## config.mk

```make
export PLATFORM = sky130hd
export DESIGN_NAME = fir_tap_sequencer
export DESIGN_NICKNAME = d
export VERILOG_FILES = /design/src/rtl/fir_tap_sequencer.sv
export SDC_FILE = /design/constraint.sdc
export NUM_CORES = 1
export LEC_CHECK = 0
export CORE_MARGIN = 4
export CORE_UTILIZATION = 48
export CTS_BUF_LIST = sky130_fd_sc_hd__clkbuf_8
export DETAILED_ROUTE_END_ITERATION = 8
export HOLD_SLACK_MARGIN = 0.03
export PLACE_DENSITY = 0.83
export SKIP_LAST_GASP = 1
export SLEW_MARGIN = 30
export SYNTH_ARGS = -nofsm -noshare
export SYNTH_HDL_FRONTEND = slang
export SYNTH_SLANG_ARGS = --single-unit
```

## constraint.sdc

```tcl
create_clock -name clk -period 3.1 [get_ports clk]
set_clock_uncertainty 0.1 [all_clocks]
set_input_delay 0.31 -clock clk [delete_from_list [all_inputs] [get_ports clk]]
set_output_delay 0.31 -clock clk [all_outputs]
set_load 0.02 [all_outputs]
```

## src/rtl/fir_tap_sequencer.sv

```systemverilog
// fir_tap_sequencer: autonomous N-tap dot-product sequencer driving a shared-memory MAC datapath
module fir_tap_sequencer #(
    parameter int ADDR_W   = 8,
    parameter int DATA_W   = 16,
    parameter int ACC_W    = 40,
    parameter int BUF_LOG2 = 5,
    parameter int MAC_LAT  = 1,
    parameter int SHIFT    = 15
) (
    input  logic                clk,
    input  logic                rst,
    input  logic                start,
    input  logic                abort,
    input  logic [ADDR_W-1:0]   num_taps,
    input  logic [ADDR_W-1:0]   samp_base,
    input  logic [BUF_LOG2-1:0] samp_head,
    input  logic [ADDR_W-1:0]   coef_base,
    input  logic                mem_gnt,
    input  logic [ACC_W-1:0]    mac_acc,
    output logic                rd_req,
    output logic [ADDR_W-1:0]   addr_a,
    output logic [ADDR_W-1:0]   addr_b,
    output logic                mac_clr,
    output logic                mac_en,
    output logic                busy,
    output logic [DATA_W-1:0]   result,
    output logic                sat,
    output logic                done,
    output logic                err
);
    typedef enum logic [2:0] {IDLE, CLEAR, RUN, DRAIN, CAPTURE} state_t;
    localparam int CW = $clog2(MAC_LAT + 2);
    localparam logic signed [ACC_W-1:0] S_MAX = ACC_W'(2 ** (DATA_W - 1) - 1);
    localparam logic signed [ACC_W-1:0] S_MIN = ~S_MAX;
    state_t state, next_state;
    logic [ADDR_W-1:0] idx, n_q, samp_base_q, coef_base_q;
    logic [BUF_LOG2-1:0] head_q, off;
    logic [CW-1:0] cnt;
    logic signed [ACC_W-1:0] t;
    logic go, load, acc_ok, hi, lo;

    assign go = state == IDLE && start && !abort;
    assign load = go && num_taps != '0;
    assign acc_ok = state == RUN && mem_gnt;
    assign off = head_q - idx[BUF_LOG2-1:0];
    assign addr_a = samp_base_q + ADDR_W'(off);
    assign addr_b = coef_base_q + idx;
    assign rd_req = state == RUN;
    assign busy = state != IDLE;
    assign t = $signed(mac_acc) >>> SHIFT;
    assign hi = t > S_MAX;
    assign lo = t < S_MIN;

    // State register
    always_ff @(posedge clk or posedge rst)
        if (rst) state <= IDLE;
        else state <= next_state;

    // Next state: abort beats everything; RUN only advances on granted reads
    always_comb begin
        next_state = state;
        if (abort) next_state = IDLE;
        else
            case (state)
                IDLE:    if (start && num_taps != '0) next_state = CLEAR;
                CLEAR:   next_state = RUN;
                RUN:     if (mem_gnt && idx == n_q - ADDR_W'(1)) next_state = DRAIN;
                DRAIN:   if (cnt == CW'(MAC_LAT)) next_state = CAPTURE;
                CAPTURE: next_state = IDLE;
                default: next_state = IDLE;
            endcase
    end

    // Configuration latch, tap index, drain counter and registered pulses
    always_ff @(posedge clk or posedge rst)
        if (rst) begin
            n_q         <= '0;
            samp_base_q <= '0;
            head_q      <= '0;
            coef_base_q <= '0;
            idx         <= '0;
            cnt         <= '0;
            mac_clr     <= 1'b0;
            mac_en      <= 1'b0;
            err         <= 1'b0;
            done        <= 1'b0;
        end else begin
            if (load) begin
                n_q         <= num_taps;
                samp_base_q <= samp_base;
                head_q      <= samp_head;
                coef_base_q <= coef_base;
            end
            idx     <= state == CLEAR ? '0 : acc_ok ? idx + ADDR_W'(1) : idx;
            cnt     <= state == DRAIN ? cnt + CW'(1) : '0;
            mac_clr <= load;
            mac_en  <= acc_ok && !abort;
            err     <= go && num_taps == '0;
            done    <= state == CAPTURE && !abort;
        end

    // Scale and saturate the accumulator on capture; hold otherwise
    always_ff @(posedge clk or posedge rst)
        if (rst) begin
            result <= '0;
            sat    <= 1'b0;
        end else if (state == CAPTURE && !abort) begin
            result <= hi ? {1'b0, {(DATA_W-1){1'b1}}} : lo ? {1'b1, {(DATA_W-1){1'b0}}} : t[DATA_W-1:0];
            sat    <= hi || lo;
        end
endmodule
```

* After elaboration in Yosys (flattened, before gate mapping)
Cells that the tools add are included.
Cells by class: add/subtract/negate cells 6, $mul 0, divide/modulo/power cells 0, order comparisons 2, equality and inequality tests 9, shift operators 0, multiplexer cells 10, bitwise gates (word level) 0, reduce and logical (&&, ||, !) cells 17
Operator list (count):
- 2-to-1 mux 16 bit | 2
- greater-than comparator 25 x 16 -> 1 bit, second input constant | 1
- < comparator 25 x 16 -> 1 bit, second input constant | 1
- 2-to-1 mux 8 bit | 2
- 2-to-1 mux 3 bit | 4
- one-hot mux 3 bit (4 select lines) | 1
- logical AND 1 bit | 9
- adder 8 x 1 -> 8 bit, second input constant | 1
- adder 8 x 5 -> 8 bit | 1
- adder 8 bit | 1
- equality test 8 bit | 1
- logical NOT 8 bit | 1
- nonzero test 8 bit | 1
- subtractor 8 x 1 -> 8 bit, second input constant | 1
- equality test 3 x 2 -> 1 bit, second input constant | 2
- inequality test 3 x 2 -> 1 bit, second input constant | 2
- subtractor 5 bit | 1
- equality test 3 x 1 -> 1 bit, second input constant | 1
- equality test 3 bit, second input constant | 1
- logical NOT 3 bit | 1
- inequality test 3 bit, second input constant | 1
- AND reduction 3 bit | 1
- nonzero test 3 bit | 1
- adder 2 x 1 -> 2 bit, second input constant | 1
- other kinds (5) | 5
Word-level totals: bits in registers 63, bits in latches 0, memory bits (writable) 0, ROM bits 0, output and inout port bits 39, word-level logic and storage cells 57, memories kept 0

* Depth between registers and ports, before layout
word-level depth 6, depth in mapped cells 11, gate-level depth less buffers 11

* Worst setup path after synthesis
No wires, ideal clock.
path kind register to output, start point register idx[0], end point output addr_a[7], data arrival time 2729 ps, slack -39 ps, stages on the path, launching flop included 9, path buffers 0, path through dfrtp_1 > ha_1 > inv_1 > fa_1 > ha_1 > a21o_1 > a21oi_1 > o21bai_1 > o311ai_0
On the way: cells in the longest elaborated chain, start to end 2
RTL lines:
- from (decl) | line 36 | logic [ADDR_W-1:0] idx, n_q, samp_base_q, coef_base_q;
- from (signal assigned) | line 94 | idx <= state == CLEAR ? '0 : acc_ok ? idx + ADDR_W'(1) : idx;
- subtractor 5 bit | line 45 | assign off = head_q - idx[BUF_LOG2-1:0];
- adder 8 x 5 -> 8 bit | line 46 | assign addr_a = samp_base_q + ADDR_W'(off);
- to (decl) | line 21 | output logic [ADDR_W-1:0] addr_a,
No other way between the ends.

* Final worst setup path
start point register head_q[0], end point output addr_a[6]
On the way: cells in the longest elaborated chain, start to end 2
RTL lines:
- from (decl) | line 37 | logic [BUF_LOG2-1:0] head_q, off;
- from (signal assigned) | line 91 | head_q <= samp_head;
- subtractor 5 bit | line 45
- adder 8 x 5 -> 8 bit | line 46
No other way between the ends.

==> metrics.yaml <==
outcome:
  status: "finished with violations"
  failed_checks: "setup timing"
clock_network:
  cts_buffer_depth: 2
  cts_tree: "done"
  root_buffer: "clkbuf_8"
  clk_latency_ns: 0.34
  cts-htree-levels: 3
  cts_hold_buf: 0
  numCtsBuffers: 9
  clock_sinks: 63
  clkTransAtPathRegs_ns: 0.07
worst_setup_path:
  slowest_delay_ns: 0.46
  reg2reg_slack_ns: 0.97
  critical_path_class: "reg2out"
  cp_slowest_cell: "fa_2"
  crit_start: "head_q[0]$_DFFE_PP0P_"
  path_delay_family: "adder cells"
  worstRegToRegCells: 7
  cp_num_buf_inv: 3
  crit_chain: "inv_2 > ha_4 > inv_2 > fa_2 > fa_1 > a21o_1 > a21oi_4 > nor2b_4 > o21ai_2 > xnor2_1 > buf_4"
  crit_path_end_kind: "output port"
  rr_startpoint: "n_q[0]$_DFFE_PP0P_"
  worstPathMaxFanout: 2
  critPathMostFrequentCell: "inv_2"
  cp_num_cells: 11
  arrival_ns: 2.80
  start_kind: "register"
  worstPathRequired_ns: 2.69
floorplanning:
  die_area_mm2: 0.00875
  io_pins: 113
  die_y_um: 93.5
  start_util_pct: 50.6
  fp-row-count: 30
  die_w_um: 93.5
  core_mm2: 0.00694
grt:
  grt_pass1_vias: 3338
  antenna_found_initial: 0
  track_usage_pct: 21.9
  grt_max_degree: 36
  grt.overflow.total: 0
  grt_first_pass_wirelength_um: 15200
yosys:
  dominantRegCellSynth: "dfrtp_1"
  syn_area_per_cell_um2: 8.89
  synth_cells: 395
  yosys-top-cells-area: "dfrtp_1, nand2_1, ha_1"
  synth_area_mm2: 0.00351
  synth_nets: 491
  ys.warnings.count: 0
  yosysTopAreaCellShare_pct: 44.9
  ys_types: 51
  synth_edf_count: 0
  yosys.area.top_type: "dfrtp_1"
  yosysSeqAreaShare_pct: 44.9
  ys_async_sr_fraction_pct: 100
  synth.ff_latch_count: 63
drt:
  detail_route.wl_per_cell_um: 15.3
  drtPass1Iterations: 4
  vias: 3235
  drtIter0Drc: 168
  drtAntennaViolNets: 0
  wirelength_um: 9310
  viasPerCell: 5.32
  drc_errors: 0
cells_and_area:
  antennaDiodeCount: 0
  drive_above_1_share_pct: 12.9
  nNetsFinal: 603
  syn_to_final_growth_pct: 42.7
  final_cell_count_no_fill: 608
  fillers: 497
  design_area_mm2: 0.00501
placement:
  hpwl_um: 6530
  placedCellCount: 589
  finalWeightedCongestion: 0.804
  place_area_mm2: 0.00466
  io_buffers: 97
power_and_ir_drop:
  power.internal_uw: 2560
  p_leak_uw: 0.00236
  power.density_mw_per_mm2: 836
  switchingPower_uw: 1630
  ir_drop_mv: 0.441
  pwr-share-comb_pct: 54.2
  clockPowerShare_pct: 20.4
  seq_power_share_pct: 25.5
  swShare_pct: 38.8
sta:
  setup_ws_ns: -0.112
  finalMaxSlewViolations: 0
  period_share_pct: 104
  hold_ws_ns: 0.167
  hold_viol: 0
  grt_setup_unrepaired: "true"
  setup_viol: 4
  worstMarginPinSlew_ns: 0.594
  finalCriticalPeriod_ns: 3.21
  maxSlewHeadroom_pct: 60.0
  fmax_mhz: 311
job:
  drv_cap: 0
min_path:
  min_path_type: "in2async"
==> power groups by stage <==
stage          Clock [uW]  Sequential (uW)  Combinational, uW
5_1_grt               898             1080               2440
2_1_floorplan           0             1050               1220
4_1_cts               863             1060               2100
3_3_place_gp            0             1060               2010
6_report              853             1070               2270
3_5_place_dp            0             1070               2090
==> worst register-to-register path: cells and delay by family (launching register included) <==
kind | cells | cell delay [ns]
buf+inv | 1 | 0.08
flops | 1 | 0.40
compound gates | 5 | 1.16
fa+ha+maj | 1 | 0.30
==> area by class of cell <==
class / count / area (um2) / area share (%)
clock buffers: 9 / 124 / 2.47
clock inverters: 7 / 113 / 2.25
inverters: 20 / 77.6 / 1.55
multi-input cells: 295 / 1880 / 37.6
flip-flops and latches: 63 / 1580 / 31.5
well taps: 96 / 120 / 2.40
repair buffers: 118 / 1120 / 22.3
==> final timing paths <==
check / end
min: samp_base_q[5]$_DFFE_PP0P_
min in group clk: cnt[0]$_DFF_PP0_
max: addr_a[6]
max in group asynchronous: n_q[5]$_DFFE_PP0P_
max reg2reg: state[0]$_DFFE_PP0P_
min reg2reg: cnt[0]$_DFF_PP0_
==> cells in the mapped netlist, drive strengths merged (2+ instances only) <==
| master | n |
|---|---|
| a21o | 5 |
| nor4 | 2 |
| a21oi | 39 |
| or4 | 3 |
| dfrtp | 63 |
| nand3 | 8 |
| nor2 | 41 |
| a211oi | 3 |
| buf | 7 |
| nor2b | 4 |
| nor3 | 7 |
| and3 | 2 |
| nand4 | 6 |
| nand2 | 85 |
| nor3b | 3 |
| a31oi | 3 |
| ha | 19 |
| nand2b | 2 |
| xnor2 | 17 |
| xor2 | 12 |
| o21ai | 10 |
| o31ai | 2 |
| fa | 3 |
| inv | 20 |
| clkbuf | 10 |
==> cell usage in the layout, fill, tap and decap left out, types with 3 or more instances in the layout <==
master,count
o21ai_1,6
nor2b_1,3
nand4_1,6
nor3_1,6
inv_1,17
nor2_1,41
dfrtp_1,63
a31oi_1,3
xnor2_1,17
nand2_1,85
nand3_1,8
clkbuf_8,9
xor2_1,12
a21o_1,5
ha_1,17
a21oi_1,35
bufinv_16,3
clkdlybuf4s50_1,87
buf_4,23
o21ai_0,3
inv_2,3
==> layer usage <==
layer | GRT usage, % | routed length, um
met5 | 0 | 0
met2 | 37.6 | 4630
met1 | 24.4 | 3560
met4 | 9.51 | 246
met3 | 7.64 | 880
==> per-stage QoR <==
step / power [uW] / setup WS (ns) / setup TNS [ns] / utilization [%]
CTS: 4020 / -0.142 / -0.192 / 71.1
floorplan: 2270 / 0.206 / 0 / -
global placement: 3070 / -0.203 / -0.422 / 67.2
global route: 4420 / -0.193 / -0.616 / 72.2
detailed placement: 3150 / -0.252 / -0.648 / 67.2
finish: 4190 / -0.112 / -0.251 / 72.2
==> cells by family (layout without fill, tap and decap cells) <==
logic type	Yosys count	in the layout	synth area share [%]
AND/OR/NAND/NOR	169	169	21.4
AO/OA/AOI/OAI	74	74	13.1
flip-flops	63	63	44.9
buffers and inverters	37	154	4.60
XOR/XNOR	29	29	7.23
adder cells (fa/ha/maj)	22	22	8.48
multiplexers	1	1	0.321
==> sequential cells by signal (all words and copies together) (netlist names) <==
| register | cells |
|---|---|
| sat | 1 |
| n_q | 8 |
| result | 16 |
| idx | 8 |
| done | 1 |
| coef_base_q | 8 |
| mac_en | 1 |
| err | 1 |
| mac_clr | 1 |
| state | 3 |
| samp_base_q | 8 |
| cnt | 2 |
| head_q | 5 |
==> timing repair <==
action,CTS,global route
buffers inserted,1,2
endpoints found under the setup margin,8,9
pin swaps,8,10
gates resized for setup,38,20
Power figures use the tool's default switching activity.
